--- config.mk ---
export PLATFORM = sky130hd
export DESIGN_NAME = pipeline_hazard_ctrl_flat
export DESIGN_NICKNAME = d
export VERILOG_FILES = /design/src/rtl/control_pkg.sv /design/src/rtl/pipeline_hazard_ctrl_if.sv /design/src/rtl/forward_unit.sv /design/src/rtl/pipeline_hazard_ctrl.sv /design/src/flat_wrapper.sv
export SDC_FILE = /design/constraint.sdc
export NUM_CORES = 1
export LEC_CHECK = 0
export ABC_AREA = 1
export BUFFER_PORTS_ARGS = -buffer_cell sky130_fd_sc_hd__buf_2
export CORE_ASPECT_RATIO = 0.9
export CORE_MARGIN = 2
export CORE_UTILIZATION = 50
export DETAILED_ROUTE_END_ITERATION = 7
export PLACE_DENSITY = 0.78
export SYNTH_ARGS = -nofsm -noshare
export SYNTH_HDL_FRONTEND = slang
export SYNTH_SLANG_ARGS = --single-unit
--- constraint.sdc ---
create_clock -name clk_i -period 2.1 [get_ports clk_i]
set_input_delay 0.105 -clock clk_i [delete_from_list [all_inputs] [get_ports clk_i]]
set_output_delay 0.105 -clock clk_i [all_outputs]
set_load 0.02 [all_outputs]
--- src/rtl/control_pkg.sv ---
// Shared pipeline-control types: forwarding selects, memory FSM states and a
// register-match helper used by the hazard and forwarding logic.
package control_pkg;

  typedef enum logic [1:0] {
    FWD_NONE   = 2'd0,
    FWD_EX_MEM = 2'd1,
    FWD_MEM_WB = 2'd2
  } fwd_sel_e;

  typedef enum logic [1:0] {
    MEM_IDLE = 2'd0,
    MEM_REQ  = 2'd1,
    MEM_RSP  = 2'd2
  } mem_state_e;

  // x0 is hardwired to zero, so a write to it never creates a dependency
  function automatic logic reg_match(input logic [4:0] rd, input logic wen,
                                     input logic [4:0] rs);
    return wen && (rd != 5'd0) && (rd == rs);
  endfunction

endpackage

--- src/rtl/pipeline_hazard_ctrl_if.sv ---
// Data-memory request/response handshake between the hazard controller and
// the data memory.
interface pipeline_hazard_ctrl_if;
  logic dmem_req_valid;
  logic dmem_req_ready;
  logic dmem_rsp_valid;

  modport master (
    output dmem_req_valid,
    input  dmem_req_ready,
    input  dmem_rsp_valid
  );

  modport slave (
    input  dmem_req_valid,
    output dmem_req_ready,
    output dmem_rsp_valid
  );
endinterface

--- src/rtl/forward_unit.sv ---
// Forwarding select for one EX operand; the younger EX/MEM result wins over
// MEM/WB.
module forward_unit
  import control_pkg::*;
(
  input  logic [4:0] rs_i,
  input  logic [4:0] mem_rd_i,
  input  logic       mem_regwen_i,
  input  logic [4:0] wb_rd_i,
  input  logic       wb_regwen_i,
  output fwd_sel_e   sel_o
);

  always_comb begin
    sel_o = FWD_NONE;
    if (reg_match(mem_rd_i, mem_regwen_i, rs_i)) begin
      sel_o = FWD_EX_MEM;
    end else if (reg_match(wb_rd_i, wb_regwen_i, rs_i)) begin
      sel_o = FWD_MEM_WB;
    end
  end

endmodule

--- src/rtl/pipeline_hazard_ctrl.sv ---
// Hazard/stall controller: forwarding, load-use bubbles, branch flushes and
// the MEM-stage data-memory handshake with its pipeline freeze.
module pipeline_hazard_ctrl
  import control_pkg::*;
#(
  parameter int unsigned XLEN = 32
) (
  input  logic                   clk_i,
  input  logic                   rst_i,
  input  logic [4:0]             id_rs1_i,
  input  logic [4:0]             id_rs2_i,
  input  logic                   id_use_rs1_i,
  input  logic                   id_use_rs2_i,
  input  logic [4:0]             ex_rs1_i,
  input  logic [4:0]             ex_rs2_i,
  input  logic [4:0]             ex_rd_i,
  input  logic                   ex_regwen_i,
  input  logic                   ex_is_load_i,
  input  logic [4:0]             mem_rd_i,
  input  logic                   mem_regwen_i,
  input  logic [4:0]             wb_rd_i,
  input  logic                   wb_regwen_i,
  input  logic                   ex_branch_taken_i,
  input  logic                   mem_op_valid_i,
  input  logic                   mem_op_is_load_i,
  pipeline_hazard_ctrl_if.master dmem_io,
  output fwd_sel_e               fwd_a_o,
  output fwd_sel_e               fwd_b_o,
  output logic                   stall_if_o,
  output logic                   stall_id_o,
  output logic                   stall_ex_o,
  output logic                   stall_mem_o,
  output logic                   flush_id_o,
  output logic                   flush_ex_o,
  output logic [XLEN-1:0]        stall_cycles_o,
  output logic [XLEN-1:0]        flush_events_o
);

  mem_state_e      state_q, state_d;
  logic            branch_pending_q, branch_pending_d;
  logic [XLEN-1:0] stall_cycles_q, flush_events_q;
  logic            freeze, load_use, stall_front;

  forward_unit u_fwd_a (
    .rs_i         (ex_rs1_i),
    .mem_rd_i     (mem_rd_i),
    .mem_regwen_i (mem_regwen_i),
    .wb_rd_i      (wb_rd_i),
    .wb_regwen_i  (wb_regwen_i),
    .sel_o        (fwd_a_o)
  );

  forward_unit u_fwd_b (
    .rs_i         (ex_rs2_i),
    .mem_rd_i     (mem_rd_i),
    .mem_regwen_i (mem_regwen_i),
    .wb_rd_i      (wb_rd_i),
    .wb_regwen_i  (wb_regwen_i),
    .sel_o        (fwd_b_o)
  );

  // Memory FSM; the only unfrozen MEM_REQ exit is an accepted store.
  always_comb begin
    state_d                = state_q;
    dmem_io.dmem_req_valid = 1'b0;
    freeze                 = 1'b0;
    unique case (state_q)
      MEM_IDLE: begin
        if (mem_op_valid_i) begin
          freeze  = 1'b1;
          state_d = MEM_REQ;
        end
      end
      MEM_REQ: begin
        dmem_io.dmem_req_valid = 1'b1;
        if (dmem_io.dmem_req_ready) begin
          freeze  = mem_op_is_load_i;
          state_d = mem_op_is_load_i ? MEM_RSP : MEM_IDLE;
        end else begin
          freeze = 1'b1;
        end
      end
      MEM_RSP: begin
        if (dmem_io.dmem_rsp_valid) begin
          state_d = MEM_IDLE;
        end else begin
          freeze = 1'b1;
        end
      end
      default: state_d = MEM_IDLE;
    endcase
  end

  assign load_use = ex_is_load_i &&
                    ((id_use_rs1_i && reg_match(ex_rd_i, ex_regwen_i, id_rs1_i)) ||
                     (id_use_rs2_i && reg_match(ex_rd_i, ex_regwen_i, id_rs2_i)));

  // Priority: freeze, then branch (live or deferred), then load-use bubble.
  always_comb begin
    stall_front      = 1'b0;
    stall_ex_o       = 1'b0;
    stall_mem_o      = 1'b0;
    flush_id_o       = 1'b0;
    flush_ex_o       = 1'b0;
    branch_pending_d = branch_pending_q;
    if (freeze) begin
      stall_front      = 1'b1;
      stall_ex_o       = 1'b1;
      stall_mem_o      = 1'b1;
      branch_pending_d = branch_pending_q | ex_branch_taken_i;
    end else if (ex_branch_taken_i || branch_pending_q) begin
      flush_id_o       = 1'b1;
      flush_ex_o       = 1'b1;
      branch_pending_d = 1'b0;
    end else if (load_use) begin
      stall_front = 1'b1;
      flush_ex_o  = 1'b1;
    end
  end

  assign stall_if_o = stall_front;
  assign stall_id_o = stall_front;

  always_ff @(posedge clk_i) begin
    if (rst_i) begin
      state_q          <= MEM_IDLE;
      branch_pending_q <= 1'b0;
      stall_cycles_q   <= '0;
      flush_events_q   <= '0;
    end else begin
      state_q          <= state_d;
      branch_pending_q <= branch_pending_d;
      stall_cycles_q   <= stall_cycles_q + {{(XLEN-1){1'b0}}, stall_front};
      flush_events_q   <= flush_events_q + {{(XLEN-1){1'b0}}, flush_id_o};
    end
  end

  assign stall_cycles_o = stall_cycles_q;
  assign flush_events_o = flush_events_q;

endmodule

--- src/flat_wrapper.sv ---
// flat-port wrapper written by rule: the top's interface ports become plain ports
module pipeline_hazard_ctrl_flat import control_pkg::*;
#(
  parameter int unsigned XLEN = 32
)
  (clk_i, rst_i, id_rs1_i, id_rs2_i, id_use_rs1_i, id_use_rs2_i, ex_rs1_i, ex_rs2_i, ex_rd_i, ex_regwen_i, ex_is_load_i, mem_rd_i, mem_regwen_i, wb_rd_i, wb_regwen_i, ex_branch_taken_i, mem_op_valid_i, mem_op_is_load_i, fwd_a_o, fwd_b_o, stall_if_o, stall_id_o, stall_ex_o, stall_mem_o, flush_id_o, flush_ex_o, stall_cycles_o, flush_events_o, dmem_io_dmem_req_valid, dmem_io_dmem_req_ready, dmem_io_dmem_rsp_valid);
  pipeline_hazard_ctrl_if dmem_io_i ();
  input  logic clk_i;
  input  logic rst_i;
  input  logic [4:0] id_rs1_i;
  input  logic [4:0] id_rs2_i;
  input  logic id_use_rs1_i;
  input  logic id_use_rs2_i;
  input  logic [4:0] ex_rs1_i;
  input  logic [4:0] ex_rs2_i;
  input  logic [4:0] ex_rd_i;
  input  logic ex_regwen_i;
  input  logic ex_is_load_i;
  input  logic [4:0] mem_rd_i;
  input  logic mem_regwen_i;
  input  logic [4:0] wb_rd_i;
  input  logic wb_regwen_i;
  input  logic ex_branch_taken_i;
  input  logic mem_op_valid_i;
  input  logic mem_op_is_load_i;
  output fwd_sel_e fwd_a_o;
  output fwd_sel_e fwd_b_o;
  output logic stall_if_o;
  output logic stall_id_o;
  output logic stall_ex_o;
  output logic stall_mem_o;
  output logic flush_id_o;
  output logic flush_ex_o;
  output logic [XLEN-1:0] stall_cycles_o;
  output logic [XLEN-1:0] flush_events_o;
  output wire logic [$bits(dmem_io_i.dmem_req_valid)-1:0] dmem_io_dmem_req_valid;
  input wire logic [$bits(dmem_io_i.dmem_req_ready)-1:0] dmem_io_dmem_req_ready;
  input wire logic [$bits(dmem_io_i.dmem_rsp_valid)-1:0] dmem_io_dmem_rsp_valid;
  assign dmem_io_dmem_req_valid = dmem_io_i.dmem_req_valid;
  assign dmem_io_i.dmem_req_ready = dmem_io_dmem_req_ready;
  assign dmem_io_i.dmem_rsp_valid = dmem_io_dmem_rsp_valid;
  pipeline_hazard_ctrl #(.XLEN(XLEN)) u_core (.clk_i(clk_i), .rst_i(rst_i), .id_rs1_i(id_rs1_i), .id_rs2_i(id_rs2_i), .id_use_rs1_i(id_use_rs1_i), .id_use_rs2_i(id_use_rs2_i), .ex_rs1_i(ex_rs1_i), .ex_rs2_i(ex_rs2_i), .ex_rd_i(ex_rd_i), .ex_regwen_i(ex_regwen_i), .ex_is_load_i(ex_is_load_i), .mem_rd_i(mem_rd_i), .mem_regwen_i(mem_regwen_i), .wb_rd_i(wb_rd_i), .wb_regwen_i(wb_regwen_i), .ex_branch_taken_i(ex_branch_taken_i), .mem_op_valid_i(mem_op_valid_i), .mem_op_is_load_i(mem_op_is_load_i), .dmem_io(dmem_io_i), .fwd_a_o(fwd_a_o), .fwd_b_o(fwd_b_o), .stall_if_o(stall_if_o), .stall_id_o(stall_id_o), .stall_ex_o(stall_ex_o), .stall_mem_o(stall_mem_o), .flush_id_o(flush_id_o), .flush_ex_o(flush_ex_o), .stall_cycles_o(stall_cycles_o), .flush_events_o(flush_events_o));
endmodule
==> impl_results.md <==
- Outcome: completed
- Cells after Synth: 674
- Internal: 2.01 mW
- Critical-path maximum fanout: 5
- Worst Hold Class: in2reg
- Vias per inst: 5.12
- Clk buf depth: 2
- Endpoints failing setup: 0
- Total Routed Length: 11,600 um
- Hold Startpoint: dmem_io_dmem_req_ready
- Period utilization: 93.7%
- Crit path kind: reg2reg
- Clock power frac: 39.9%
- Crit path launch: u_core.state_q[0]$_SDFFE_PP0P_
- CP required: 2.32 ns
- Area of the die: 0.00892 sq mm
- Synth Register Bits: 67
- Routed Antenna Nets: 0
- Yosys warning count: 0
- Fmax: 508 MHz
- Antenna diodes: 0
- Port bufs: 122
- Top area cells in the synthesized netlist: dfxtp_1 33%, nand2_1 19%, nor2_1 12%
- Clock skew: 0.0149 ns
- Syn_area_per_cell: 6.07 sq um
- Share of the synthesized area in the top cell type: 32.8%
- Post-synth top area cell: dfxtp_1
- Synth cell types: 24
- Clock Sinks: 67
- Worst reg2reg setup slack: 0.13 ns
- Initial antenna violation count: 0
- Final #Nets: 862
- Starting density of the core: 51.2%
- Std-Cell Rows: 31
- Ports: 123
- Endpoints failing hold: 0
- Power Dens Cells: 526 mW/mm^2
- Placed Area: 0.00488 sq mm
- Post-route cell area: 0.00523 sq mm
- Drt wl/cell: 12.7 um
- Share of cells above drive strength 1: 23.6%
- Max-Slew Margin vs Limit: 61.1%
- Root Buffer: clkbuf_8
- WHS: 0.0774 ns
- Vias in the first global route: 4,406
- H-tree depth: 3
- Total GRT Usage: 26.0%
- Worst reg2reg path startpoint: u_core.state_q[0]$_SDFFE_PP0P_
- Cts bufs inserted: 9
- Die width: 99.3 um
- Via count of the routed design: 4,684
- Post-synthesis sequential area ratio: 32.8%
- Detailed placement HPWL: 8980 um
- Most common cell after layout, fill and taps aside: nand2_1
- P_leak: 2.12 nW
- Gr ovfl total: 0
- Clock Latency Late Sink: 0.35 ns
- Combinational share of power: 12.6%
- Core area: 0.00799 sq mm
- Post-Syn Area: 0.00409 sq mm
- TritonCTS clock tree: yes
- Gpl congestion: 0.935
- Non-filler cells in the finished layout: 914
- Max Cap Viol: 0
- Placed Cells: 889
- Slew Viols, Final: 0
- Measured slew at the worst slew-check pin: 0.583 ns
- CP Capture Type: flop
- DIE HEIGHT: 89.8 um
- Sequential share of power: 47.5%
- Pin count of the biggest net entering global routing: 54
- Syn nets: 726
- First-pass GRT wire length: 19,200 um
- First-pass DRT Iterations: 6
- Commonest cells after routing, fill and taps aside: 206 x nand2_1, 130 x nor2_1, 122 x buf_2
- Area Growth Syn to Fin: 27.7%
- Tmin final: 1.97 ns
- VDD IR max: 0.348 mV
- Residual DRC: 0
- Initial DRC Count: 253
- Worst-path clk slew: 0.08 ns
- CP startpoint kind: flop
- Switch share: 26.7%
- Critical path arrival: 2.19 ns
- Sw Pwr: 734 uW
state kept, by name, indices dropped and copies added, names as in the netlist:
name,count
u_core.flush_events_o,32
u_core.state_q,2
u_core.branch_pending_q,1
u_core.stall_cycles_o,32
worst paths after layout:
| kind | to | cells past startpoint |
|---|---|---|
| min | u_core.state_q[0]$_SDFFE_PP0P_ | 4 |
| max | u_core.flush_events_o[10]$_SDFF_PP0_ | 13 |
| min reg2reg | u_core.stall_cycles_o[31]$_SDFF_PP0_ | 2 |
| max reg2reg | u_core.flush_events_o[10]$_SDFF_PP0_ | 13 |
cells by family after synthesis:
family	share of synthesized area, %
AOI/OAI and AO/OA	8.01
DFF	32.8
xor gates and xnor gates	6.64
buffers and inverters	8.17
and+or+nand+nor	43.2
adders and majority gates	1.22
metal layers:
metal | vias to the layer above | share of wire (%) | GRT usage, %
li1 | 2360 | - | -
met1 | 2094 | 42 | 32.6
met2 | 203 | 47 | 44.5
met3 | 27 | 8.8 | 5.83
met4 | 0 | 2.3 | 7.76
met5 | - | 0 | 0
power groups by stage:
stage / registers, mW / clock network (mW) / logic [mW]
4_1_cts: 1.30 / 1.13 / 0.335
6_report: 1.31 / 1.10 / 0.345
5_1_grt: 1.31 / 1.18 / 0.387
2_1_floorplan: 1.34 / 0 / 0.196
3_5_place_dp: 1.33 / 0 / 0.333
3_3_place_gp: 1.33 / 0 / 0.323
final cells by class:
cell class,count,area [sq um]
clock buffers,11,141
clock inverters,5,61.3
fillers,722,2770
inverters,78,293
multi-input cells,520,2550
flip-flops and latches,67,1350
well taps,99,124
repair buffers,134,713
what timing repair did:
item                       in CTS  in global routing
gates resized for setup         0                 17
setup endpoints to repair       0                 23
hold buffers                    0                  0
setup buffers                   0                  9
per-stage QoR:
step | util [%] | power [mW] | worst slack [ns] | setup TNS, ns
floorplan | - | 1.54 | 0.00838 | 0
global placement | 61.0 | 1.65 | 0.120 | 0
detailed placement | 61.0 | 1.67 | 0.0158 | 0
CTS | 63.6 | 2.77 | 0.0133 | 0
global route | 65.4 | 2.87 | -0.00136 | -0.00136
finish | 65.4 | 2.75 | 0.132 | 0
cells in the mapped netlist:
| master | n |
|---|---|
| nor2_1 | 134 |
| o21a_1 | 5 |
| clkbuf_1 | 7 |
| and2_1 | 1 |
| o21ai_1 | 1 |
| a21oi_1 | 46 |
| nor2_4 | 7 |
| nand2_2 | 6 |
| o21ai_0 | 11 |
| xor2_1 | 14 |
| nand3_1 | 43 |
| xnor2_1 | 17 |
| buf_4 | 2 |
| dfxtp_1 | 67 |
| nand2_1 | 209 |
| or2_0 | 3 |
| nor3_2 | 1 |
| nand3_2 | 1 |
| nand4_1 | 4 |
| ha_1 | 4 |
| nor2_2 | 7 |
| nand3b_1 | 1 |
| nor3_1 | 5 |
| inv_1 | 78 |
worst max-delay path, cell delays in order, from the launching register on:
cell	delay, ns
dfxtp_2	0.33
inv_2	0.07
nor2_4	0.05
o21ai_2	0.09
nand3_4	0.13
nor2_4	0.14
ha_4	0.18
ha_4	0.13
nand2_2	0.07
nor2_4	0.20
nand2_4	0.09
nor2_4	0.18
xnor2_2	0.12
nor2_1	0.05
Power figures use the tool's default switching activity.
